## src/rtl/rsa_pkg.sv

```systemverilog
// Shared types for the RSA key-setup datapath: word types, Euclid FSM states, default width.
package rsa_pkg;

    localparam int unsigned WORD_WIDTH_DEF = 32;

    typedef logic        [WORD_WIDTH_DEF-1:0] word_t;
    typedef logic signed [WORD_WIDTH_DEF-1:0] sword_t;

    typedef enum logic [2:0] {
        IDLE,
        CHECK,
        DIV,
        UPDATE,
        DONE
    } euclid_state_e;

endpackage

```

## src/rtl/seq_divider.sv

```systemverilog
// Restoring unsigned divider, one quotient bit per cycle; quotient is valid WORD_WIDTH cycles after start.
// Divisor is non-zero and both operands are below 2^(WORD_WIDTH-1) whenever start_i is raised.
module seq_divider
    import rsa_pkg::*;
#(
    parameter int unsigned WORD_WIDTH = WORD_WIDTH_DEF
) (
    input  logic                  clk,
    input  logic                  rst_n,
    input  logic                  start_i,
    input  logic [WORD_WIDTH-1:0] dividend_i,
    input  logic [WORD_WIDTH-1:0] divisor_i,
    output logic                  valid_o,
    output logic [WORD_WIDTH-1:0] quotient_o
);

    localparam int unsigned W  = WORD_WIDTH;
    localparam int unsigned CW = $clog2(WORD_WIDTH + 1);

    logic [W-1:0]  rem_q, rem_d, quo_q, quo_d, dvs_q, dvs_d;
    logic [CW-1:0] cnt_q, cnt_d;
    logic          valid_q, valid_d;

    logic [W-1:0]  step_rem_in, step_quo_in, step_dvs, step_rem, step_quo;
    logic [W:0]    rem_sh;
    logic          q_bit;

    // One restoring step; the start cycle already performs the first step on the fresh operands.
    always_comb begin
        step_rem_in = rem_q;
        step_quo_in = quo_q;
        step_dvs    = dvs_q;
        if (start_i) begin
            step_rem_in = '0;
            step_quo_in = dividend_i;
            step_dvs    = divisor_i;
        end
        rem_sh = {step_rem_in, step_quo_in[W-1]};
        q_bit  = (rem_sh >= {1'b0, step_dvs});
        step_rem = q_bit ? W'(rem_sh - {1'b0, step_dvs}) : W'(rem_sh);
        step_quo = {step_quo_in[W-2:0], q_bit};
    end

    always_comb begin
        rem_d   = rem_q;
        quo_d   = quo_q;
        dvs_d   = dvs_q;
        cnt_d   = cnt_q;
        valid_d = 1'b0;
        if (start_i) begin
            rem_d = step_rem;
            quo_d = step_quo;
            dvs_d = divisor_i;
            cnt_d = CW'(W - 1);
        end else if (cnt_q != '0) begin
            rem_d   = step_rem;
            quo_d   = step_quo;
            cnt_d   = cnt_q - CW'(1);
            valid_d = (cnt_q == CW'(1));
        end
    end

    always_ff @(posedge clk or negedge rst_n) begin
        if (!rst_n) begin
            rem_q   <= '0;
            quo_q   <= '0;
            dvs_q   <= '0;
            cnt_q   <= '0;
            valid_q <= 1'b0;
        end else begin
            rem_q   <= rem_d;
            quo_q   <= quo_d;
            dvs_q   <= dvs_d;
            cnt_q   <= cnt_d;
            valid_q <= valid_d;
        end
    end

    assign valid_o    = valid_q;
    assign quotient_o = quo_q;

endmodule

```

## src/rtl/extended_euclid.sv

```systemverilog
// Sequential extended Euclid: gcd(e, n) and Bezout coefficient s with e*s == gcd (mod n).
// Feeds modular_inverse; one CHECK + WORD_WIDTH DIV + one UPDATE cycle per division step.
module extended_euclid
    import rsa_pkg::*;
#(
    parameter int unsigned WORD_WIDTH = WORD_WIDTH_DEF
) (
    input  logic                         clk,
    input  logic                         rst_n,
    input  logic                         start_i,
    input  logic [WORD_WIDTH-1:0]        e_i,
    input  logic [WORD_WIDTH-1:0]        n_i,
    output logic                         busy_o,
    output logic                         done_o,
    output logic signed [WORD_WIDTH-1:0] gcd_o,
    output logic signed [WORD_WIDTH-1:0] coeff_o,
    output logic                         invalid_o
);

    localparam int unsigned W = WORD_WIDTH;

    euclid_state_e state_q, state_d;

    logic        [W-1:0]   old_r_q, old_r_d, r_q, r_d;
    logic signed [W-1:0]   old_s_q, old_s_d, s_q, s_d;
    logic                  inv_q, inv_d;

    logic                  busy_q, busy_d, done_q, done_d, invalid_q, invalid_d;
    logic signed [W-1:0]   gcd_q, gcd_d, coeff_q, coeff_d;

    logic                  div_start_c;
    logic                  div_valid;
    logic        [W-1:0]   quo;
    logic        [W-1:0]   qr_c;
    logic signed [2*W-1:0] qs_c;

    seq_divider #(.WORD_WIDTH(W)) u_div (
        .clk        (clk),
        .rst_n      (rst_n),
        .start_i    (div_start_c),
        .dividend_i (old_r_q),
        .divisor_i  (r_q),
        .valid_o    (div_valid),
        .quotient_o (quo)
    );

    // q*r never exceeds old_r, so W bits suffice; q*s needs the double-width signed product.
    assign qr_c = W'(quo * r_q);
    assign qs_c = $signed({{W{1'b0}}, quo}) * $signed({{W{s_q[W-1]}}, s_q});

    always_comb begin
        state_d     = state_q;
        old_r_d     = old_r_q;
        r_d         = r_q;
        old_s_d     = old_s_q;
        s_d         = s_q;
        inv_d       = inv_q;
        div_start_c = 1'b0;
        gcd_d       = gcd_q;
        coeff_d     = coeff_q;
        invalid_d   = invalid_q;

        unique case (state_q)
            IDLE: begin
                if (start_i) begin
                    state_d = CHECK;
                    old_r_d = e_i;
                    r_d     = n_i;
                    old_s_d = W'(1);
                    s_d     = '0;
                    inv_d   = (n_i == '0) || e_i[W-1] || n_i[W-1];
                end
            end
            CHECK: begin
                if (inv_q || (r_q == '0)) begin
                    state_d = DONE;
                end else begin
                    state_d     = DIV;
                    div_start_c = 1'b1;
                end
            end
            DIV: begin
                if (div_valid) begin
                    state_d = UPDATE;
                end
            end
            UPDATE: begin
                old_r_d = r_q;
                r_d     = old_r_q - qr_c;
                old_s_d = s_q;
                s_d     = old_s_q - $signed(qs_c[W-1:0]);
                state_d = CHECK;
            end
            DONE: begin
                state_d = IDLE;
            end
            default: begin
                state_d = IDLE;
            end
        endcase

        // Outputs are registered from the next state so done_o coincides with the DONE state.
        busy_d = (state_d != IDLE);
        done_d = (state_d == DONE);
        if (state_d == DONE) begin
            gcd_d     = inv_q ? '0 : $signed(old_r_q);
            coeff_d   = inv_q ? '0 : old_s_q;
            invalid_d = inv_q;
        end
    end

    always_ff @(posedge clk or negedge rst_n) begin
        if (!rst_n) begin
            state_q   <= IDLE;
            old_r_q   <= '0;
            r_q       <= '0;
            old_s_q   <= '0;
            s_q       <= '0;
            inv_q     <= 1'b0;
            busy_q    <= 1'b0;
            done_q    <= 1'b0;
            gcd_q     <= '0;
            coeff_q   <= '0;
            invalid_q <= 1'b0;
        end else begin
            state_q   <= state_d;
            old_r_q   <= old_r_d;
            r_q       <= r_d;
            old_s_q   <= old_s_d;
            s_q       <= s_d;
            inv_q     <= inv_d;
            busy_q    <= busy_d;
            done_q    <= done_d;
            gcd_q     <= gcd_d;
            coeff_q   <= coeff_d;
            invalid_q <= invalid_d;
        end
    end

    assign busy_o    = busy_q;
    assign done_o    = done_q;
    assign gcd_o     = gcd_q;
    assign coeff_o   = coeff_q;
    assign invalid_o = invalid_q;

endmodule

```

## config.mk

```make
export PLATFORM = sky130hd
export DESIGN_NAME = extended_euclid
export DESIGN_NICKNAME = d
export VERILOG_FILES = /design/src/rtl/rsa_pkg.sv /design/src/rtl/seq_divider.sv /design/src/rtl/extended_euclid.sv
export SDC_FILE = /design/constraint.sdc
export NUM_CORES = 2
export LEC_CHECK = 0
export BUFFER_PORTS_ARGS = -buffer_cell sky130_fd_sc_hd__buf_2
export CAP_MARGIN = 30
export CORE_ASPECT_RATIO = 1.2
export CORE_MARGIN = 2
export CORE_UTILIZATION = 60
export CTS_CLUSTER_DIAMETER = 30
export CTS_CLUSTER_SIZE = 16
export DETAILED_ROUTE_END_ITERATION = 10
export PLACE_DENSITY = 0.78
export SLEW_MARGIN = 20
export SYNTH_ARGS = -nofsm -noshare
export SYNTH_HDL_FRONTEND = slang
export SYNTH_SLANG_ARGS = --single-unit
```

## constraint.sdc

```tcl
create_clock -name clk -period 7.1 [get_ports clk]
set_clock_uncertainty 0.15 [all_clocks]
set_input_delay 1.42 -clock clk [delete_from_list [all_inputs] [get_ports clk]]
set_output_delay 1.42 -clock clk [all_outputs]
set_load 0.01 [all_outputs]
```

# After elaboration in Yosys (flattened, before gate mapping)
# Cells that the tools add are included.
[classes]
n_lt_le_gt_ge = 1
mux = 28
mul = 2
add_sub_neg = 4
eq_ne = 6
n_reduce_logical = 12
[ops]
columns = ["operator", "n"]
rows = [
  ["two-way mux 32 bit", 14],
  ["one-hot mux 32 bit (2 select lines)", 4],
  ["subtractor 32 bit", 3],
  ["logical NOT 32 bit", 2],
  [">= comparator 33 x 32 -> 1 bit", 1],
  ["multiplier 33 x 32 -> 32 bit", 1],
  ["multiplier 32 x 32 -> 32 bit", 1],
  ["two-way mux 6 bit", 2],
  ["one-hot mux 3 bit (4 select lines)", 1],
  ["two-way mux 3 bit", 3],
  ["equality test 3 x 2 -> 1 bit (second input constant)", 2],
  ["equality test 6 x 1 -> 1 bit (second input constant)", 1],
  ["nonzero test 6 bit", 1],
  ["subtractor 6 x 1 -> 6 bit (second input constant)", 1],
  ["two-way mux 1 bit", 4],
  ["AND reduction 2 bit", 2],
  ["nonzero test 2 bit", 2],
  ["equality test 3 x 1 -> 1 bit (second input constant)", 1],
  ["equality test 3 bit (second input constant)", 1],
  ["logical NOT 3 bit", 1],
  ["logical OR 1 bit", 3],
  ["nonzero test 3 bit", 1],
  ["inequality test 2 bit (second input constant)", 1],
]
[totals]
wordCells = 69
in_bits = 67
register_bits = 302
out_inout_bits = 67

# Logic depth before layout (Yosys ltp)
[depth]
depth_word = 9
mapped_depth = 29
mapped_depth_nobuf = 27

# Modules after synthesis
# From an unflattened synthesis, not the netlist that was laid out.
[hier_totals]
hier_cells = 5404
area_unflattened_um2 = 48833.1
[by_module_without_submodules]
columns = ["module", "area_each_um2", "n_inst", "cells_each", "seq_area_each_um2"]
rows = [
  ["extended_euclid", 42289.3, 1, 4707, 4979.8],
  ["seq_divider", 6543.8, 1, 697, 2577.5],
]

# Least setup slack after synthesis
# Ideal clock, no wire load.
[synth_path]
path_type = "reg2reg"
startpoint = "register u_div.quo_q[13] (netlist: u_div.quotient_o[13])"
endpoint = "register r_q[28]"
setup_time_ps = 120
path_slack_ps = 27
path_stages_with_launch = 25
synth_period_minus_slack_ps = 7073
arrival_ps = 6803
path_buffers = 2
t_required_ps = 6830
cell_sequence = "dfrtp_1 -> clkbuf_1 -> clkbuf_1 -> nand2_1 -> fa_1 -> inv_1 -> fa_1 -> fa_1 -> inv_1 -> fa_1 -> fa_1 -> fa_1 -> fa_1 -> inv_1 -> fa_1 -> inv_1 -> ha_1 -> a21oi_1 -> o21ai_0 -> and3_1 -> a21oi_1 -> o21ai_0 -> o21a_1 -> or3_1 -> a31o_2"
[synth_between]
elab_chain_cells = 3
[synth_rtl]
columns = ["item", "line", "text"]
rows = [
  ["start: declaration", "seq_divider.sv:20", "logic [W-1:0] rem_q, rem_d, quo_q, quo_d, dvs_q, dvs_d;"],
  ["start signal: assignment", "seq_divider.sv:72", "quo_q <= quo_d;"],
  ["multiplier 32 x 32 -> 32 bit", "extended_euclid.sv:48", "assign qr_c = W'(quo * r_q);"],
  ["subtractor 32 bit", "extended_euclid.sv:89", "r_d = old_r_q - qr_c;"],
  ["one-hot mux 32 bit (2 select lines)", "extended_euclid.sv:63", "unique case (state_q)"],
  ["end signal: assignment", "extended_euclid.sv:128", "r_q <= r_d;"],
  ["end: declaration", "extended_euclid.sv:24", "logic [W-1:0] old_r_q, old_r_d, r_q, r_d;"],
]
# Every way passes these cells.
# A chain may end at the register's enable or synchronous reset.

# Worst setup path in the final report
[layout_path]
startpoint = "register u_div.quo_q[12] (netlist: u_div.quotient_o[12])"
endpoint = "register r_q[28]"
# The elaborated chain is that of the path after synthesis.

==> impl_metrics.sql <==
INSERT INTO impl_metrics (metric_group, metric, value, unit) VALUES
('status', 'outcome', 'finished with violations', ''),
('status', 'failed_checks', 'setup timing', ''),
('yosys', 'combinational_family_with_the_most_area_after_synthesis', 'adder cells', ''),
('yosys', 'post_synth_inst_count', '5475', ''),
('floorplan', 'design.portCount', '134', ''),
('worst_setup_path', 'worst-r2r-setup-slack', '-0.34', 'ns'),
('detailed_routing', 'drt-vias-per-instance', '5.88', ''),
('detailed_routing', 'drt.antenna.violating_nets', '0', ''),
('detailed_routing', 'detail_route.iter0.violations', '3794', ''),
('yosys', 'synth_enable_flop_cells', '0', ''),
('detailed_routing', 'post_drt_wl_per_cell', '23.8', 'um'),
('timing', 'setup_repair_after_global_routing_missed_its_margin', 'yes', ''),
('yosys', 'synthesis.area', '48700', 'um2'),
('global_route', 'maximum_number_of_pins_on_one_net_before_global_route_repair', '163', ''),
('yosys', 'avgSynthCellArea', '8.90', 'um2'),
('yosys', 'yosys.cell_types.count', '67', ''),
('worst_setup_path', 'setup.worst_path.class', 'reg -> reg', ''),
('placed_design', 'port_buffers', '133', ''),
('clock_network', 'clkSinkCount', '302', ''),
('finish', 'drive_above_1_share', '0.184', ''),
('finish', 'fillerInstances', '5382', ''),
('detailed_routing', 'routed-via-count', '41400', ''),
('global_route', 'grt_first_pass_wirelength', '253000', 'um'),
('clock_network', 'clock_tree.root_cell', 'sky130_fd_sc_hd__clkbuf_16', ''),
('floorplan', 'start_util', '0.606', ''),
('placed_design', 'detailedPlacementHpwl', '124000', 'um'),
('finish', 'final_core_occ', '0.732', ''),
('yosys', 'synth_seq_area_share', '0.155', ''),
('yosys', 'ys_async_sr_fraction', '1.00', ''),
('floorplan', 'std_cell_rows', '114', ''),
('global_route', 'antenna_found_initial', '10', ''),
('yosys', 'ys.flop_type', 'sky130_fd_sc_hd__dfrtp_1', ''),
('worst_hold_path', 'hp-class', 'reg -> reg', ''),
('timing', 'finalCriticalPeriod', '7.44', 'ns'),
('floorplan', 'floorplan.core_area', '80400', 'um2'),
('yosys', 'synth_compound_area_frac', '0.0650', ''),
('yosys', 'yosys.area_share.adder', '0.451', ''),
('detailed_routing', 'wl', '167000', 'um'),
('global_route', 'first_global_vias', '45000', ''),
('timing', 'timing.final.hold_violations', '0', ''),
('timing', 'period_share', '1.05', ''),
('timing', 'final_setup_violation_count', '9', ''),
('clock_network', 'clk_pin_slew', '0.05', 'ns'),
('worst_setup_path', 'cp_max_fo', '13', ''),
('timing', 'setup_slack', '-0.339', 'ns'),
('worst_setup_path', 'setup.worst_path.start_class', 'flop', ''),
('floorplan', 'floorplan.die.height', '316', 'um'),
('floorplan', 'die_x', '264', 'um'),
('worst_setup_path', 'critPathCaptureType', 'flop', ''),
('floorplan', 'design.die.area', '83500', 'um2'),
('timing', 'fmax', '134', 'MHz'),
('finish', 'synthToLayoutAreaGrowth', '20.9', '%'),
('yosys', 'yosys.area_share.simple', '0.164', ''),
('detailed_routing', 'remaining_design_rule_violation_count', '0', ''),
('yosys', 'syn_nets', '6768', ''),
('worst_setup_path', 'cp.arrival', '7.82', 'ns'),
('yosys', 'yosys_warnings', '0', ''),
('placed_design', 'gp_congestion', '1.02', ''),
('yosys', 'xor_xnor_share_of_the_synthesized_area', '0.0356', ''),
('clock_network', 'htree_levels', '3', ''),
('clock_network', 'worstSkewPairLatency', '0.65', 'ns'),
('detailed_routing', 'first_pass_iters', '9', ''),
('global_route', 'globalRouteOverflowTotal', '0', ''),
('yosys', 'muxShareOfSynthArea', '0.0188', ''),
('clock_network', 'cts_hold_buffers', '0', ''),
('finish', 'finish.net_count', '7223', ''),
('timing', 'report.final.slew_viol_count', '0', ''),
('clock_network', 'max-clock-path-buffers', '3', ''),
('yosys', 'flops_latches_synth', '302', ''),
('run', 'cap_violations', '0', ''),
('global_route', 'globalRouteTotalUtil', '0.402', ''),
('clock_network', 'num_cts_buffers', '77', ''),
('placed_design', 'pre_cts_slack', '-0.456', 'ns'),
('worst_setup_path', 'crit_required', '7.48', 'ns'),
('timing', 'max_slew.worst_pin.slew', '1.05', 'ns'),
('clock_network', 'tritoncts', 'yes', ''),
('timing', 'worst_slew_margin_rel', '0.302', '');
[synth_stat cells (16+ instances only)]
master / n / area share
sky130_fd_sc_hd__and3_1: 38 / 0.0049
sky130_fd_sc_hd__nor4_1: 19 / 0.0024
sky130_fd_sc_hd__and2_1: 499 / 0.064
sky130_fd_sc_hd__dfrtp_1: 302 / 0.16
sky130_fd_sc_hd__clkbuf_1: 311 / 0.024
sky130_fd_sc_hd__o21ai_0: 211 / 0.022
sky130_fd_sc_hd__inv_1: 1108 / 0.085
sky130_fd_sc_hd__a21o_1: 32 / 0.0049
sky130_fd_sc_hd__o22ai_1: 31 / 0.0040
sky130_fd_sc_hd__a211oi_1: 16 / 0.0025
sky130_fd_sc_hd__xnor2_1: 141 / 0.025
sky130_fd_sc_hd__a31oi_1: 76 / 0.0098
sky130_fd_sc_hd__fa_1: 884 / 0.36
sky130_fd_sc_hd__mux2i_1: 87 / 0.018
sky130_fd_sc_hd__ha_1: 342 / 0.088
sky130_fd_sc_hd__nor2_1: 80 / 0.0062
sky130_fd_sc_hd__a21oi_1: 62 / 0.0064
sky130_fd_sc_hd__nand2_1: 984 / 0.076
sky130_fd_sc_hd__xor2_1: 57 / 0.010
[state kept, by name (all words and copies together) (netlist names)]
name	count
u_div.valid_o	1
inv_q	1
gcd_o	32
u_div.rem_q	32
old_s_q	32
u_div.dvs_q	32
busy_o	1
old_r_q	32
r_q	32
u_div.cnt_q	6
s_q	32
u_div.quotient_o	32
done_o	1
invalid_o	1
state_q	3
coeff_o	32
[timing repair]
action | in CTS | in global routing
endpoints found under the setup margin | 22 | 27
gates resized for setup | 114 | 248
gates cloned | 3 | 6
setup buffers | 45 | 44
pin swaps | 69 | 209
[final timing paths]
kind / startpoint / end / depth (start not counted)
setup / recovery: u_div.quotient_o[12] / r_q[28] / 24
hold / removal: gcd_o[3] / gcd_o[3] / 2
setup reg to reg: u_div.quotient_o[12] / r_q[28] / 24
hold reg to reg: gcd_o[3] / gcd_o[3] / 2
max in group asynchronous: rst_n / u_div.quotient_o[2] / 2
min in group asynchronous: rst_n / coeff_o[9] / 1
[through the flow]
stage / TNS, ns / hold WS [ns] / cell area [um2] / instances
3_5_place_dp: -5.45 / 0.315 / 53900 / 6808
3_3_place_gp: -3.87 / 0.306 / 53900 / 6807
2_1_floorplan: 0 / 0.297 / 48700 / 5475
5_1_grt: -3.06 / 0.347 / 58900 / 7038
4_1_cts: -0.00685 / 0.324 / 57600 / 6996
6_report: -1.45 / 0.321 / 58900 / 7044
[final cells by class]
class,instances,area (um2),share of cell area
Multi-Input combinational cell,3737,36900,0.626
Antenna cell,8,20.0,0.000340
Tap cell,1044,1310,0.0222
Inverter,1109,4160,0.0707
Clock inverter,45,627,0.0106
Clock buffer,96,2060,0.0349
Timing Repair Buffer,703,6260,0.106
Sequential cell,302,7600,0.129
[critical path: stages (launching register included)]
cell	delay, ns
sky130_fd_sc_hd__dfrtp_2	0.41
sky130_fd_sc_hd__buf_12	0.16
sky130_fd_sc_hd__nand2_2	0.19
sky130_fd_sc_hd__fa_1	0.64
sky130_fd_sc_hd__inv_1	0.11
sky130_fd_sc_hd__fa_1	0.53
sky130_fd_sc_hd__fa_1	0.57
sky130_fd_sc_hd__inv_1	0.06
sky130_fd_sc_hd__fa_1	0.48
sky130_fd_sc_hd__fa_1	0.57
sky130_fd_sc_hd__fa_1	0.46
sky130_fd_sc_hd__fa_1	0.55
sky130_fd_sc_hd__inv_2	0.05
sky130_fd_sc_hd__fa_1	0.58
sky130_fd_sc_hd__inv_2	0.08
sky130_fd_sc_hd__ha_4	0.27
sky130_fd_sc_hd__a21oi_4	0.14
sky130_fd_sc_hd__o21ai_4	0.09
sky130_fd_sc_hd__buf_6	0.12
sky130_fd_sc_hd__and3_4	0.14
sky130_fd_sc_hd__a21oi_4	0.12
sky130_fd_sc_hd__o21ai_2	0.09
sky130_fd_sc_hd__o21a_1	0.21
sky130_fd_sc_hd__or3_1	0.35
sky130_fd_sc_hd__a31o_2	0.24
[cell families after synthesis]
group / after synthesis
fa+ha+maj: 1226
flops: 302
simple gates: 1703
xor+xnor: 198
mux: 91
compound gates: 519
buf+inv: 1436
[cells in the final DEF (no fill, tap or decap), types with 14 or more instances in the layout]
cell / instances
sky130_fd_sc_hd__o21a_1: 14
sky130_fd_sc_hd__o22ai_1: 31
sky130_fd_sc_hd__clkinv_2: 14
sky130_fd_sc_hd__dfrtp_2: 29
sky130_fd_sc_hd__xnor2_1: 130
sky130_fd_sc_hd__nor2_1: 72
sky130_fd_sc_hd__and3_1: 34
sky130_fd_sc_hd__fa_2: 44
sky130_fd_sc_hd__ha_4: 23
sky130_fd_sc_hd__ha_1: 316
sky130_fd_sc_hd__o21ai_1: 15
sky130_fd_sc_hd__xor2_1: 57
sky130_fd_sc_hd__a31oi_1: 72
sky130_fd_sc_hd__fa_1: 840
sky130_fd_sc_hd__mux2i_1: 87
sky130_fd_sc_hd__dfrtp_1: 272
sky130_fd_sc_hd__buf_6: 36
sky130_fd_sc_hd__a21oi_2: 18
sky130_fd_sc_hd__nor4_1: 18
sky130_fd_sc_hd__and2_1: 488
sky130_fd_sc_hd__a21oi_1: 38
sky130_fd_sc_hd__buf_2: 133
sky130_fd_sc_hd__nand2_1: 963
sky130_fd_sc_hd__inv_1: 1069
sky130_fd_sc_hd__buf_12: 78
sky130_fd_sc_hd__clkbuf_16: 82
sky130_fd_sc_hd__nand2_2: 16
sky130_fd_sc_hd__o21ai_0: 188
sky130_fd_sc_hd__a211oi_1: 14
sky130_fd_sc_hd__inv_2: 40
sky130_fd_sc_hd__a21o_1: 32
sky130_fd_sc_hd__buf_4: 440
[metal layers]
| metal | share of wire | routed length (um) | track usage | up-vias |
|---|---|---|---|---|
| li1 | - | - | - | 17400 |
| met1 | 0.33 | 55000 | 0.440 | 20500 |
| met2 | 0.47 | 78200 | 0.666 | 2553 |
| met3 | 0.10 | 16900 | 0.105 | 996 |
| met4 | 0.10 | 17300 | 0.328 | 8 |
| met5 | 0.00050 | 83 | 0 | - |
Power is not shown: default switching activity piles up to over one toggle a cycle in this logic, so the estimate is an artifact.
